## src/rtl/lut_table_loader.sv

```systemverilog
// Runtime-programmable truth-table neuron.
// A packed truth table arrives over a valid/ready config port and is written
// into a 2^IN_BITS x OUT_BITS distributed RAM. Once the table is fully
// loaded (armed), the block answers M0/M1 lookups with one cycle of latency,
// exactly like a compiled fixed-ROM neuron.
module lut_table_loader #(
    parameter int IN_BITS   = 6,
    parameter int OUT_BITS  = 1,
    parameter int WORD_BITS = 8
) (
    input  logic                 clk,
    input  logic                 rst,
    input  logic                 cfg_start,
    input  logic [WORD_BITS-1:0] cfg_data,
    input  logic                 cfg_valid,
    output logic                 cfg_ready,
    output logic                 cfg_done,
    output logic                 cfg_err,
    input  logic [IN_BITS-1:0]   M0,
    input  logic                 M0_valid,
    output logic [OUT_BITS-1:0]  M1,
    output logic                 M1_valid
);

    localparam int DEPTH  = 1 << IN_BITS;
    localparam int EPW    = WORD_BITS / OUT_BITS;   // entries per config word
    localparam int NWORDS = DEPTH / EPW;            // words per full table
    localparam int CW     = (NWORDS > 1) ? $clog2(NWORDS) : 1;

    // Reject geometries where the stream does not tile the table exactly.
    if (WORD_BITS % OUT_BITS != 0) begin : g_bad_slot
        $error("lut_table_loader: WORD_BITS must be a multiple of OUT_BITS");
    end
    if ((DEPTH * OUT_BITS) % WORD_BITS != 0) begin : g_bad_tile
        $error("lut_table_loader: table size must be a multiple of WORD_BITS");
    end

    typedef enum logic [1:0] {
        IDLE,
        LOAD,
        ARMED
    } state_t;

    state_t                state;
    logic [CW-1:0]         wcnt;
    logic                  accept;
    logic                  last_word;
    logic                  lookup_go;
    logic [OUT_BITS-1:0]   mem [DEPTH];

    // A start pulse always wins over a same-cycle word, so ready is masked by it.
    assign cfg_ready = (state == LOAD) && !cfg_start;
    assign accept    = cfg_valid && cfg_ready;
    assign last_word = (wcnt == CW'(NWORDS - 1));
    // Lookups are served in ARMED only; this includes the cycle carrying a
    // reload start, which still sees the pre-reload contents.
    assign lookup_go = M0_valid && (state == ARMED);

    // Load sequencer: start/reload handling, word counting, arming, error pulse.
    always_ff @(posedge clk or posedge rst) begin
        if (rst) begin
            state    <= IDLE;
            wcnt     <= '0;
            cfg_done <= 1'b0;
            cfg_err  <= 1'b0;
        end else begin
            cfg_err <= cfg_valid && !cfg_start && (state != LOAD);
            if (cfg_start) begin
                state    <= LOAD;
                wcnt     <= '0;
                cfg_done <= 1'b0;
            end else if (accept) begin
                if (last_word) begin
                    state    <= ARMED;
                    wcnt     <= '0;
                    cfg_done <= 1'b1;
                end else begin
                    wcnt <= wcnt + 1'b1;
                end
            end
        end
    end

    // Table write: every slot of an accepted word lands in the same cycle,
    // slot 0 at the lowest address. Contents are deliberately not reset.
    always_ff @(posedge clk) begin
        if (accept) begin
            for (int s = 0; s < EPW; s++) begin
                mem[IN_BITS'(int'(wcnt) * EPW + s)] <= cfg_data[s*OUT_BITS +: OUT_BITS];
            end
        end
    end

    // Registered lookup port; M1 holds its last value when no lookup is served.
    always_ff @(posedge clk or posedge rst) begin
        if (rst) begin
            M1       <= '0;
            M1_valid <= 1'b0;
        end else begin
            M1_valid <= lookup_go;
            if (lookup_go) begin
                M1 <= mem[M0];
            end
        end
    end

endmodule

```

## config.mk

```make
export PLATFORM = sky130hd
export DESIGN_NAME = lut_table_loader
export DESIGN_NICKNAME = d
export VERILOG_FILES = /design/src/rtl/lut_table_loader.sv
export SDC_FILE = /design/constraint.sdc
export NUM_CORES = 1
export LEC_CHECK = 0
export BUFFER_PORTS_ARGS = -buffer_cell sky130_fd_sc_hd__buf_2
export CORE_MARGIN = 3
export CORE_UTILIZATION = 47
export DETAILED_ROUTE_END_ITERATION = 10
export GPL_ROUTABILITY_DRIVEN = 0
export PLACE_DENSITY = 0.72
export REMOVE_ABC_BUFFERS = 1
export SYNTH_ARGS = -nofsm -noshare
export SYNTH_HDL_FRONTEND = slang
export SYNTH_SLANG_ARGS = --single-unit
export TNS_END_PERCENT = 5
```

## constraint.sdc

```tcl
create_clock -name clk -period 5.5 [get_ports clk]
set_clock_uncertainty 0.05 [all_clocks]
set_input_delay 1.1 -clock clk [delete_from_list [all_inputs] [get_ports clk]]
set_output_delay 1.1 -clock clk [all_outputs]
set_load 0.02 [all_outputs]
```

==> flow_summary.ini <==
[die]
die_height_um = 85.5
design.core.area_um2 = 6030
floorplan.io_pins = 24
row_count = 28
die_outline_area_um2 = 7300
start_util_pct = 49.3
floorplan.die.width_um = 85.5

[routing]
route.detailed.drc = 0
post_drt_wl_per_cell_um = 18.8
dr.pass1.iters = 4
detailedRoute.firstIterationViolations = 127
postRouteAntennaNets = 0
viasPerCell = 5.60
routed_wl_um = 5190
via_count = 1545

[logic_synthesis]
yosys_warnings = 0
seq_area_frac_synth_pct = 71.5
ys_ff_latch = 72
netlist-cell-type-count = 31
post_synth_inst_count = 168
netlist_area_um2 = 2970
synth.avg_cell_area_um2 = 17.7

[placement]
place_hpwl_um = 3470
io_buffer_count = 23
dpl-instance-area_um2 = 3120

[final_layout]
antenna_cells_inserted = 0
post_layout_net_count = 217
n_fill_cell = 484
multi_input_comb_area_um2 = 778
regArea_um2 = 2120
finalInstanceArea_um2 = 3280
layout.cells.most_common = sky130_fd_sc_hd__edfxtp_1
commonest_non_fill_non_tap_cells_in_the_layout = sky130_fd_sc_hd__edfxtp_1, sky130_fd_sc_hd__buf_2, sky130_fd_sc_hd__nor2_1
proportion_of_layout_cells_with_a_drive_suffix_above_1_pct = 21.4
layout-area-overhead-vs-synth_pct = 10.4

[sta]
period_minus_slack_ps = 2820
fin_crit_sh_pct = 51.3
grt_setup_unrepaired = false
final_max_slew_viol_count = 0
timing.final.hold_violations = 0
max_slew.worst_pin.slew_ps = 1170
report.final.setup_viol = 0
maxSlewHeadroom_pct = 21.6
clock.fmax_mhz = 354
finalSetupTns_ps = 0

[clock_network]
clock_insertion_delay_at_the_later_pin_of_the_skew_report_ps = 340
clk_pin_slew_worst_paths_ps = 70
post_cts_buffers = 0
post_cts_resize_count = 0
clock_sink_count = 72
cts.htree.levels = 3
cts-root-to-sink-buffers = 2
holdBufCountCts = 0
tritoncts = yes
tritoncts.num_buffers = 9
clock_tree.root_cell = sky130_fd_sc_hd__clkbuf_8

[run_status]
run_status = completed

[global_route]
globalRouteOverflowTotal = 0
grt_start_max_net_pins = 24
number_of_global_route_vias_before_repair = 1567
grt_first_pass_wirelength_um = 8330
groute.usage.overall_pct = 15.9
grt_antenna_before_repair = 0

[power]
peakVddDrop_v = 0.000157
power_density_nw_per_um2 = 307
p_leak_nw = 1.15

[setup_path]
worst-path-buf-inv = 1
worst_path_max_delay_cell = sky130_fd_sc_hd__nor3_1
timing.critical_path.fanout_max = 8
critical-path-top-delay-family = simple AND/OR/NAND/NOR gates
worst-r2r-setup-slack_ps = 3150
crit_required_ps = 5410
critPathMaxStageDelay_ps = 830
crit_arrival_ps = 2740
critical_path.startpoint_type = input pin
timing.critical_path.to_type = flop
crit_chain = buf_2 -> nand2b_1 -> nor2_1 -> nand2_1 -> nor3_1
worst-setup-path-type = input pin to flop

[worst_hold_path]
hold_path.class = flop to flop

[flow_run]
max_cap_violations = 0
[cell type report]
class | instances | area share [%]
Timing Repair Buffer | 23 | 3.51
Multi-Input combinational cell | 87 | 23.8
Sequential cell | 72 | 64.8
Clock inverter | 5 | 0.726
Inverter | 3 | 0.344
Tap cell | 75 | 2.86
Clock buffer | 11 | 4.01
[cells in the mapped netlist]
| library cell | n | share of area (%) |
|---|---|---|
| sky130_fd_sc_hd__or2_2 | 2 | 0.42 |
| sky130_fd_sc_hd__a211oi_1 | 4 | 1.0 |
| sky130_fd_sc_hd__o21ai_0 | 3 | 0.51 |
| sky130_fd_sc_hd__ha_1 | 2 | 0.84 |
| sky130_fd_sc_hd__buf_4 | 2 | 0.51 |
| sky130_fd_sc_hd__clkbuf_8 | 1 | 0.46 |
| sky130_fd_sc_hd__o311ai_1 | 1 | 0.30 |
| sky130_fd_sc_hd__edfxtp_1 | 64 | 65 |
| sky130_fd_sc_hd__dfrtp_1 | 8 | 6.7 |
| sky130_fd_sc_hd__a2111oi_0 | 1 | 0.30 |
| sky130_fd_sc_hd__mux4_2 | 2 | 1.5 |
| sky130_fd_sc_hd__mux2_2 | 5 | 1.9 |
| sky130_fd_sc_hd__and3_1 | 1 | 0.21 |
| sky130_fd_sc_hd__nor2b_1 | 5 | 1.1 |
| sky130_fd_sc_hd__nand3b_1 | 1 | 0.25 |
| sky130_fd_sc_hd__buf_2 | 1 | 0.17 |
| sky130_fd_sc_hd__nor2_1 | 12 | 1.5 |
| sky130_fd_sc_hd__buf_6 | 2 | 0.76 |
| sky130_fd_sc_hd__inv_1 | 3 | 0.38 |
| sky130_fd_sc_hd__or2b_1 | 1 | 0.25 |
| sky130_fd_sc_hd__or3_1 | 3 | 0.63 |
| sky130_fd_sc_hd__nor4_1 | 3 | 0.63 |
| sky130_fd_sc_hd__o22ai_1 | 3 | 0.63 |
| sky130_fd_sc_hd__nor3_1 | 3 | 0.51 |
| sky130_fd_sc_hd__nand2_1 | 10 | 1.3 |
| sky130_fd_sc_hd__mux2i_1 | 3 | 1.0 |
| sky130_fd_sc_hd__o21a_1 | 1 | 0.25 |
| sky130_fd_sc_hd__a21oi_1 | 1 | 0.17 |
| sky130_fd_sc_hd__nand2b_1 | 9 | 1.9 |
| sky130_fd_sc_hd__o2111ai_1 | 1 | 0.30 |
| sky130_fd_sc_hd__mux4_1 | 10 | 8.9 |
[routing by layer]
| metal | routed length [um] | track usage [%] | vias up |
|---|---|---|---|
| li1 | - | - | 723 |
| met1 | 2330 | 21.6 | 783 |
| met2 | 2530 | 23.7 | 31 |
| met3 | 247 | 4.47 | 8 |
| met4 | 82 | 7.63 | 0 |
| met5 | 0 | 0 | - |
[path summary, 6_finish.rpt]
| check | depth (start not counted) | end | from |
|---|---|---|---|
| max | 5 | mem[10]$_DFFE_PP_ | cfg_start |
| min | 1 | cfg_err$_DFF_PP0_ | state[0]$_DFFE_PP0P_ |
| max reg2reg | 5 | mem[10]$_DFFE_PP_ | cfg_done$_DFFE_PP0P_ |
| min reg2reg | 1 | cfg_err$_DFF_PP0_ | state[0]$_DFFE_PP0P_ |
| max in group asynchronous | 2 | wcnt[0]$_DFFE_PP0P_ | rst |
| min in group asynchronous | 2 | cfg_done$_DFFE_PP0P_ | rst |
[worst register-to-register path, cell delays in order, from the launching register on]
cell and delay, ps:
sky130_fd_sc_hd__dfrtp_1 390, sky130_fd_sc_hd__inv_1 90, sky130_fd_sc_hd__nand2_1 90, sky130_fd_sc_hd__nor2_1 330, sky130_fd_sc_hd__nand2_1 190, sky130_fd_sc_hd__nor3_1 830
[per-stage QoR]
stage	power (mW)	setup slack, ps	hold WS (ps)	instances	utilization, %
after floorplan	0.647	2770	405	162	-
after global placement	0.675	2380	422	260	51.8
after detailed placement	0.676	2300	453	260	51.8
after CTS	1.01	2670	456	276	54.4
after global routing	1.05	2490	494	276	54.4
final	1.01	2680	450	276	54.4
[report_power, final]
part	switching, mW	leakage [nW]	internal, mW
Clock	0.184	0.0758	0.159
Sequential	0.00354	0.683	0.603
Combinational	0.0335	0.391	0.0234
[cells by family (layout without fill, tap and decap cells)]
family	count (synthesis)	after routing	synth area share (%)
flops	72	72	71.5
compound gates	15	15	3.46
buf+inv	9	42	2.28
simple gates	50	50	8.64
mux	20	20	13.3
fa+ha+maj	2	2	0.843
[sequential cells by signal, summed over array words and instances, names as in the netlist]
register and flops:
M1_valid 1, M1 1, wcnt 3, mem 64, cfg_err 1, cfg_done 1
state 1
(Power assumes the default switching activity.)
